## config.mk

```make
export PLATFORM = sky130hd
export DESIGN_NAME = pc_stack_unit
export DESIGN_NICKNAME = d
export VERILOG_FILES = /design/src/rtl/pc_stack_unit.sv
export SDC_FILE = /design/constraint.sdc
export NUM_CORES = 1
export LEC_CHECK = 0
export BUFFER_PORTS_ARGS = -buffer_cell sky130_fd_sc_hd__buf_2
export CAP_MARGIN = 20
export CORE_ASPECT_RATIO = 1.4
export CORE_MARGIN = 2
export CORE_UTILIZATION = 60
export CTS_BUF_LIST = sky130_fd_sc_hd__clkbuf_8 sky130_fd_sc_hd__clkbuf_16
export CTS_CLUSTER_DIAMETER = 200
export DETAILED_ROUTE_END_ITERATION = 10
export HOLD_SLACK_MARGIN = 0.08
export PLACE_DENSITY = 0.81
export SLEW_MARGIN = 30
export SYNTH_ARGS = -nofsm -noshare
export SYNTH_HDL_FRONTEND = slang
export SYNTH_SLANG_ARGS = --single-unit
```

## constraint.sdc

```tcl
create_clock -name clk -period 5 [get_ports clk]
set_input_delay 0 -clock clk [delete_from_list [all_inputs] [get_ports clk]]
set_output_delay 0 -clock clk [all_outputs]
set_load 0.005 [all_outputs]
```

## src/rtl/pc_stack_unit.sv

```systemverilog
// Program-counter unit with HOLD/INC/REL/ABS update and a hardware return-address stack.
// Sticky ovf/unf flags record pushes onto a full stack and pops from an empty one.
module pc_stack_unit #(
  parameter int unsigned     AW        = 16,
  parameter int unsigned     DEPTH     = 8,
  parameter logic [AW-1:0]   RESET_VEC = 16'h0000,
  localparam int unsigned    PW        = $clog2(DEPTH),
  localparam int unsigned    DW        = $clog2(DEPTH) + 1
) (
  input  logic          clk,
  input  logic          reset_n,
  input  logic [1:0]    pc_sel,
  input  logic [7:0]    rel_off,
  input  logic [AW-1:0] abs_addr,
  input  logic          push,
  input  logic          pop,
  input  logic          clr_err,
  output logic [AW-1:0] pc,
  output logic [DW-1:0] depth,
  output logic          empty,
  output logic          full,
  output logic          ovf,
  output logic          unf
);

  typedef enum logic [1:0] {
    PS_HOLD = 2'd0,
    PS_INC  = 2'd1,
    PS_REL  = 2'd2,
    PS_ABS  = 2'd3
  } ps_t;

  logic [AW-1:0] pc_q, pc_d;
  logic [DW-1:0] depth_q, depth_d;
  logic          ovf_q, ovf_d;
  logic          unf_q, unf_d;

  logic [AW-1:0] stack_mem [DEPTH];

  logic [AW-1:0] pc_plus1;
  logic [AW-1:0] rel_ext;
  logic [AW-1:0] sel_pc;
  logic [PW-1:0] push_idx;
  logic [PW-1:0] top_idx;
  logic [AW-1:0] top_val;
  logic          empty_w;
  logic          full_w;
  logic          wr_en;
  logic [PW-1:0] wr_addr;
  logic          ovf_err;
  logic          unf_err;

  assign pc_plus1 = pc_q + AW'(1);
  assign rel_ext  = AW'($signed(rel_off));
  assign empty_w  = (depth_q == '0);
  assign full_w   = (depth_q == DW'(DEPTH));
  assign push_idx = depth_q[PW-1:0];
  assign top_idx  = depth_q[PW-1:0] - PW'(1);
  assign top_val  = stack_mem[top_idx];

  always_comb begin
    sel_pc = pc_q;
    case (ps_t'(pc_sel))
      PS_HOLD: sel_pc = pc_q;
      PS_INC:  sel_pc = pc_plus1;
      PS_REL:  sel_pc = pc_q + rel_ext;
      PS_ABS:  sel_pc = abs_addr;
      default: sel_pc = pc_q;
    endcase
  end

  // An effective pop (non-empty) owns the PC; a simultaneous push then becomes a swap of the top.
  always_comb begin
    pc_d    = pc_q;
    depth_d = depth_q;
    wr_en   = 1'b0;
    wr_addr = push_idx;
    ovf_err = push && full_w && !pop;
    unf_err = pop && empty_w;

    if (pop && !empty_w) begin
      pc_d = top_val;
      if (push) begin
        wr_en   = 1'b1;
        wr_addr = top_idx;
      end else begin
        depth_d = depth_q - DW'(1);
      end
    end else begin
      pc_d = sel_pc;
      if (push && !full_w) begin
        wr_en   = 1'b1;
        wr_addr = push_idx;
        depth_d = depth_q + DW'(1);
      end
    end

    ovf_d = (ovf_q && !clr_err) || ovf_err;
    unf_d = (unf_q && !clr_err) || unf_err;
  end

  always_ff @(posedge clk or negedge reset_n) begin
    if (!reset_n) begin
      pc_q    <= RESET_VEC;
      depth_q <= '0;
      ovf_q   <= 1'b0;
      unf_q   <= 1'b0;
    end else begin
      pc_q    <= pc_d;
      depth_q <= depth_d;
      ovf_q   <= ovf_d;
      unf_q   <= unf_d;
    end
  end

  // Stack storage is not reset; only depth defines which entries are meaningful.
  always_ff @(posedge clk) begin
    if (wr_en) begin
      stack_mem[wr_addr] <= pc_plus1;
    end
  end

  assign pc    = pc_q;
  assign depth = depth_q;
  assign empty = empty_w;
  assign full  = full_w;
  assign ovf   = ovf_q;
  assign unf   = unf_q;

endmodule

```

==> flow_summary_export.csv, run 1 <==
group,metric,value,unit
status,status,"completed",
sta,hold_viol_final,0,
route,avgRoutedWirePerCell,21.9,um
grt,grt_pass1_wl,27000,um
cts,post_cts_buffers,0,
route,first_pass_iters,5,
grt,antenna_found_initial,0,
finish,final_common_cell,"edfxtp_1",
cts,cts_buffers,17,
grt,grt_pass1_vias,4943,
synthesis,synth_flop_cell,"edfxtp_1",
cts,cts_buffer_depth,2,
cts,cts_resized,0,
sta,setup_tns,0,ps
sta,max-slew-margin-rel,39.8,%
critical_path,cp.arrival,3500,ps
synthesis,yosys_warnings,0,
finish,antennaDiodeCount,0,
min_path,hold_path_class,"in -> async",
power_and_ir_drop,power,5700,uW
synthesis,syn_inst,540,
finish,fin_nets,669,
floorplanning,rows,48,
placement,post-place-ws,1930,ps
critical_path,path_class,"reg -> reg",
power_and_ir_drop,cellPowerDensity,664,mW/mm^2
floorplanning,initial_core_util,60.9,%
critical_path,critical_path.max_stage_delay,850,ps
synthesis,synth_edf_count,128,
placement,numPortBuffers,54,
route,ant_nets,0,
synthesis,postSynthAreaPerCell,13.8,um^2
route,drtIter0Drc,345,
floorplanning,die_w,98.0,um
route,drc_errors,0,
critical_path,startpoint_type,"flip-flop",
placement,post-place-cells,730,
synthesis,synth_seq_cells,150,
floorplanning,die_y,136,um
cts,clk_latency,420,ps
grt,overflow,0,
critical_path,critPathRequiredTime,5310,ps
critical_path,path_cells,"inv_1, ha_1, buf_4, mux4_2, mux2_2, nand2_1, o31ai_1, dlygate4sd3_1",
route,wl,17100,um
sta,fin_skew,11.8,ps
critical_path,r2r_end,"pc[6]$_DFFE_PN0P_",
job,maxCapViolations,0,
power_and_ir_drop,ir_drop,326,uV
grt,grt_max_degree,42,
finish,area_growth,15.7,%
cts,clk_pin_slew_worst_paths,60,ps
route,vias_per_cell,6.31,
sta,finalCriticalPeriod,3200,ps
synthesis,synth_nets,592,
critical_path,timing.rr.start,"depth[1]$_DFFE_PN0P_",
critical_path,cp-end-kind,"flip-flop",
route,via_count,4922,
placement,gp_congestion,0.937,
critical_path,worst-path-max-fanout,19,
cts,cts_tree,"yes",
placement,dp_hpwl,11600,um
synthesis,yosysUniqueCellTypes,62,
synthesis,async_flop_share,14.7,%
finish,finish.utilization,70.5,%
floorplanning,io_pins,55,
finish,fin_cells,780,
cts,clockRootBuffer,"clkbuf_16",
sta,slew_viol_final,0,
sta,worstMarginPinSlew,896,ps
critical_path,r2r_slack,1800,ps
grt,track_usage,27.0,%
finish,drive_above_1_share,22.9,%
synthesis,synth_area,0.00743,mm^2
synthesis,yosysSeqAreaShare,59.2,%
finish,final_cell_mix,"128 x edfxtp_1, 54 x buf_2, 46 x nand2_1, 33 x nor2_1, 32 x mux4_2",
sta,fin_crit_sh,64.0,%
critical_path,r2r_cells,8,
sta,setup_viol,0,
critical_path,crit_path_top_delay_cell,"ha_1",
cts,h-tree-depth,4,
sta,worst_slack,1800,ps
sta,rsz0062_at_grt,"false",
cts,cts.sinks,150,
power_and_ir_drop,leakage,0.00320,uW
floorplanning,core,0.0122,mm^2
floorplanning,dieArea,0.0133,mm^2
sta,max_freq,313,MHz
cell families (layout without fill, tap and decap cells):
family	count (synthesis)	count (layout)	share of synthesized area (%)
simple gates	132	132	8.47
xor+xnor	25	25	3.05
compound gates	116	116	10.5
fa+ha+maj	21	21	3.74
mux	50	50	12.3
flops	150	150	59.2
buf+inv	46	136	2.83
layout make-up:
cell class	instances	area, um^2
Timing Repair Buffer	85	548
Fill cell	780	3600
Inverter	19	71.3
Sequential cell	150	4400
Clock buffer	17	425
Multi-Input combinational cell	344	2820
Clock inverter	15	141
Tap cell	150	188
metrics by stage:
stage	area, um^2	hold slack, ps
floorplan	7430	-296
global placement	7850	4.86
detailed placement	7850	11.9
CTS	8590	86.8
global route	8590	120
finish	8590	87.7
worst max-delay path, delay by kind of cell, from the launching register on:
kind                     cells  cell delay (ps)
buffers and inverters        3             1060
adder cells (fa/ha/maj)      1              850
multiplexers                 2              610
flip-flops                   1              410
AND/OR/NAND/NOR              1               70
AO/OA/AOI/OAI                1               70
how the worst max path moves through the flow:
| stage | start | end | slack [ps] |
|---|---|---|---|
| floorplan | depth[0]$_DFFE_PN0P_ | stack_mem[0][0]$_DFFE_PP_ | 1470 |
| global placement | depth[0]$_DFFE_PN0P_ | stack_mem[6][11]$_DFFE_PP_ | 2060 |
| detailed placement | depth[0]$_DFFE_PN0P_ | stack_mem[4][10]$_DFFE_PP_ | 1930 |
| CTS | depth[1]$_DFFE_PN0P_ | pc[6]$_DFFE_PN0P_ | 1820 |
| global route | depth[0]$_DFFE_PN0P_ | stack_mem[4][12]$_DFFE_PP_ | 1660 |
| finish | depth[1]$_DFFE_PN0P_ | pc[6]$_DFFE_PN0P_ | 1800 |
report_power, final:
part	total, uW	internal [uW]	switching (uW)
Sequential	2080	1850	228
Combinational	2410	1060	1350
Clock	1220	726	490
layer usage:
layer,global-route usage (%),share of wire [%],up-vias
li1,-,-,2245
met1,35.7,41,2446
met2,43.8,51,193
met3,5.78,5.4,38
met4,11.4,2.9,0
met5,0,0,-
state kept, by name, indices dropped and copies added (netlist names):
name       count
ovf            1
pc            16
unf            1
depth          4
stack_mem    128
cells in the mapped netlist, drive strengths merged (12+ instances only):
library cell,instances,area [um^2]
a21oi,26,130
buf,12,82.6
clkbuf,15,56.3
dfrtp,22,551
edfxtp,128,3840
ha,19,238
inv,19,71.3
mux4,32,721
nand2,46,173
nand3,14,70.1
nor2,33,124
o21ai,27,135
xnor2,14,123
what timing repair did:
action                                 CTS  global route
setup endpoints to repair                0             0
endpoints found under the hold margin   36             0
hold buffers                            18             0
No activity file was read; power rests on OpenSTA's default activity.
==> run 2: changes to the inputs <==
--- a/config.mk
+++ b/config.mk
@@ -5,16 +5,17 @@
 export SDC_FILE = /design/constraint.sdc
 export NUM_CORES = 1
 export LEC_CHECK = 0
+export ABC_AREA = 1
 export BUFFER_PORTS_ARGS = -buffer_cell sky130_fd_sc_hd__buf_2
 export CAP_MARGIN = 20
 export CORE_ASPECT_RATIO = 1.4
 export CORE_MARGIN = 2
-export CORE_UTILIZATION = 60
+export CORE_UTILIZATION = 55
 export CTS_BUF_LIST = sky130_fd_sc_hd__clkbuf_8 sky130_fd_sc_hd__clkbuf_16
 export CTS_CLUSTER_DIAMETER = 200
 export DETAILED_ROUTE_END_ITERATION = 10
 export HOLD_SLACK_MARGIN = 0.08
-export PLACE_DENSITY = 0.81
+export PLACE_DENSITY = 0.78
 export SLEW_MARGIN = 30
 export SYNTH_ARGS = -nofsm -noshare
 export SYNTH_HDL_FRONTEND = slang
==> constraint.sdc (replaced) <==
create_clock -name clk -period 2.6 [get_ports clk]
set_input_delay 0 -clock clk [delete_from_list [all_inputs] [get_ports clk]]
set_output_delay 0 -clock clk [all_outputs]
set_load 0.005 [all_outputs]
==> flow_summary_export.csv, run 2 <==
group,metric,value,unit
status,status,"completed",
power_and_ir_drop,ir_drop,1030,uV
floorplanning,die_y,145,um
power_and_ir_drop,seqPwrFrac,33.2,%
synthesis,synth_area,0.00777,mm^2
job,maxCapViolations,0,
sta,fin_crit_sh,96.8,%
critical_path,critical_path.max_stage_delay,590,ps
synthesis,synth_area_leaders,"edfxtp_1 49%, nand2_1 8.2%, dfrtp_1 7.1%, nor2_1 5.7%, o21ai_0 5.1%",
cts,clk_pin_slew_worst_paths,60,ps
power_and_ir_drop,leakage,0.00380,uW
synthesis,synth_flop_cell,"edfxtp_1",
floorplanning,die_w,104,um
floorplanning,initial_core_util,56.1,%
power_and_ir_drop,cell_internal_pwr,6760,uW
sta,hold_viol_final,0,
power_and_ir_drop,switchingPower,5090,uW
finish,fin_area,0.00914,mm^2
power_and_ir_drop,clkPwrFrac,19.2,%
sta,setup_viol,0,
grt,grt_max_degree,68,
min_path,hold_path_class,"in -> async",
synthesis,synth_seq_cells,150,
critical_path,startpoint_type,"flip-flop",
floorplanning,rows,51,
grt,antenna_found_initial,0,
placement,post-place-ws,171,ps
placement,placed_cell_area,0.00833,mm^2
finish,drive_above_1_share,15.6,%
synthesis,postSynthAreaPerCell,9.47,um^2
finish,fin_cells,1111,
critical_path,critPathRequiredTime,2880,ps
critical_path,path_class,"reg -> reg",
grt,grt_pass1_wl,31300,um
route,drc_errors,0,
sta,worstMarginPinSlew,840,ps
route,first_pass_iters,7,
floorplanning,dieArea,0.0151,mm^2
cts,cts.sinks,150,
cts,cts_tree,"yes",
cts,cts_buffer_depth,2,
grt,grt_pass1_vias,6178,
finish,final_cell_mix,"170 x nand2_1, 128 x edfxtp_1, 111 x nor2_1, 79 x inv_1, 79 x o21ai_0",
route,drtIter0Drc,442,
cts,cts_buffers,17,
synthesis,async_flop_share,14.7,%
sta,setup_tns,0,ps
critical_path,worst-path-max-fanout,18,
cts,clockRootBuffer,"clkbuf_16",
sta,slew_viol_final,0,
synthesis,synth_area_leader_cell,"edfxtp_1",
synthesis,yosysSeqAreaShare,56.5,%
route,vias_per_cell,5.71,
placement,numPortBuffers,54,
finish,antennaDiodeCount,0,
floorplanning,io_pins,55,
route,avgRoutedWirePerCell,18.1,um
synthesis,yosysUniqueCellTypes,42,
finish,fin_nets,965,
power_and_ir_drop,p_sw_share,42.9,%
synthesis,yosys_warnings,0,
cts,clk_latency,420,ps
route,via_count,6348,
sta,max-slew-margin-rel,43.6,%
sta,worst_slack,83.7,ps
finish,finish.utilization,66.0,%
sta,fin_skew,9.02,ps
critical_path,path_cells,"inv_1, ha_1, nand2_2, nor2_4, nor2_4, buf_6, inv_2, buf_6, o21ai_0, dlygate4sd3_1, a22oi_1",
floorplanning,core,0.0138,mm^2
synthesis,synth.most_common_cell,"nand2_1",
synthesis,synth_edf_count,128,
synthesis,synth_nets,873,
synthesis,netlist_top_cells_count,"170 x nand2_1, 128 x edfxtp_1, 119 x nor2_1",
power_and_ir_drop,cellPowerDensity,1300,mW/mm^2
grt,track_usage,27.2,%
sta,finalCriticalPeriod,2520,ps
critical_path,cp-end-kind,"flip-flop",
route,wl,20100,um
finish,largest_reg_flops,128,
synthesis,syn_inst,821,
cts,h-tree-depth,4,
synthesis,synth_top_area_share,49.4,%
grt,overflow,0,
placement,dp_hpwl,13900,um
critical_path,cp.arrival,2800,ps
sta,max_freq,397,MHz
placement,gp_congestion,0.867,
critical_path,crit_path_top_delay_cell,"dlygate4sd3_1",
placement,post-place-cells,1055,
finish,final_common_cell,"nand2_1",
route,ant_nets,0,
power_and_ir_drop,pwr-share-comb,47.6,%
finish,area_growth,17.6,%
finish,top_register,"stack_mem",
## run 2: worst max-delay path, delay by kind of cell, from the launching register on
family / cells / cell delay (ps)
compound gates: 2 / 160
fa+ha+maj: 1 / 240
buf+inv: 5 / 1160
flops: 1 / 400
simple gates: 3 / 390
## run 2: final timing paths
check / start / end / slack [ps] / cells after the start
max: depth[1]$_DFFE_PN0P_ / pc[0]$_DFFE_PN0P_ / 80 / 11
min: reset_n / ovf$_DFF_PN0_ / 90 / 2
max reg2reg: depth[1]$_DFFE_PN0P_ / pc[0]$_DFFE_PN0P_ / 80 / 11
min reg2reg: unf$_DFF_PN0_ / unf$_DFF_PN0_ / 540 / 2
max in group asynchronous: reset_n / depth[0]$_DFFE_PN0P_ / 2120 / 2
min in group clk: abs_addr[8] / pc[8]$_DFFE_PN0P_ / 100 / 7
## run 2: final cells by class
| class | instances | area (um^2) |
|---|---|---|
| Clock buffer | 20 | 467 |
| Clock inverter | 12 | 87.6 |
| Fill cell | 1075 | 4700 |
| Inverter | 82 | 308 |
| Multi-Input combinational cell | 558 | 2930 |
| Sequential cell | 150 | 4400 |
| Tap cell | 185 | 231 |
| Timing Repair Buffer | 104 | 723 |
## run 2: power groups by stage
stage,registers [uW],logic [uW],clock network [uW]
5_1_grt,3980,6210,2390
3_5_place_dp,3960,5440,0
3_3_place_gp,3950,5330,0
2_1_floorplan,3880,3800,0
4_1_cts,3920,5530,2290
6_report,3930,5630,2280
## run 2: through the flow
stage	hold WS (ps)	total power, uW
2_1_floorplan	-296	7680
3_3_place_gp	3.26	9280
3_5_place_dp	3.74	9410
4_1_cts	86.0	11700
5_1_grt	140	12600
6_report	90.8	11800
## run 2: repair_timing
| action | in CTS | in global routing |
|---|---|---|
| hold buffers | 23 | 0 |
| buffers inserted | 0 | 1 |
| resized for setup | 0 | 3 |
| setup endpoints to repair | 0 | 9 |
| hold endpoints to repair | 44 | 0 |
## run 2: cell families (layout without fill, tap and decap cells)
family,after synthesis,count (layout),share of synthesized area [%]
and+or+nand+nor,357,357,19.3
AOI/OAI and AO/OA,167,167,12.7
DFF,150,150,56.5
buffers and inverters,113,218,6.36
adders and majority gates,21,21,3.57
xor gates and xnor gates,13,13,1.56
## run 2: per-layer routing
metal	wire [um]	share of wire (%)	up-vias	track usage [%]
met1	7500	37	3011	30.7
met2	10600	53	272	50.3
met4	845	4.2	0	15.1
met5	0	0	-	0
li1	-	-	2996	-
met3	1150	5.7	69	3.31
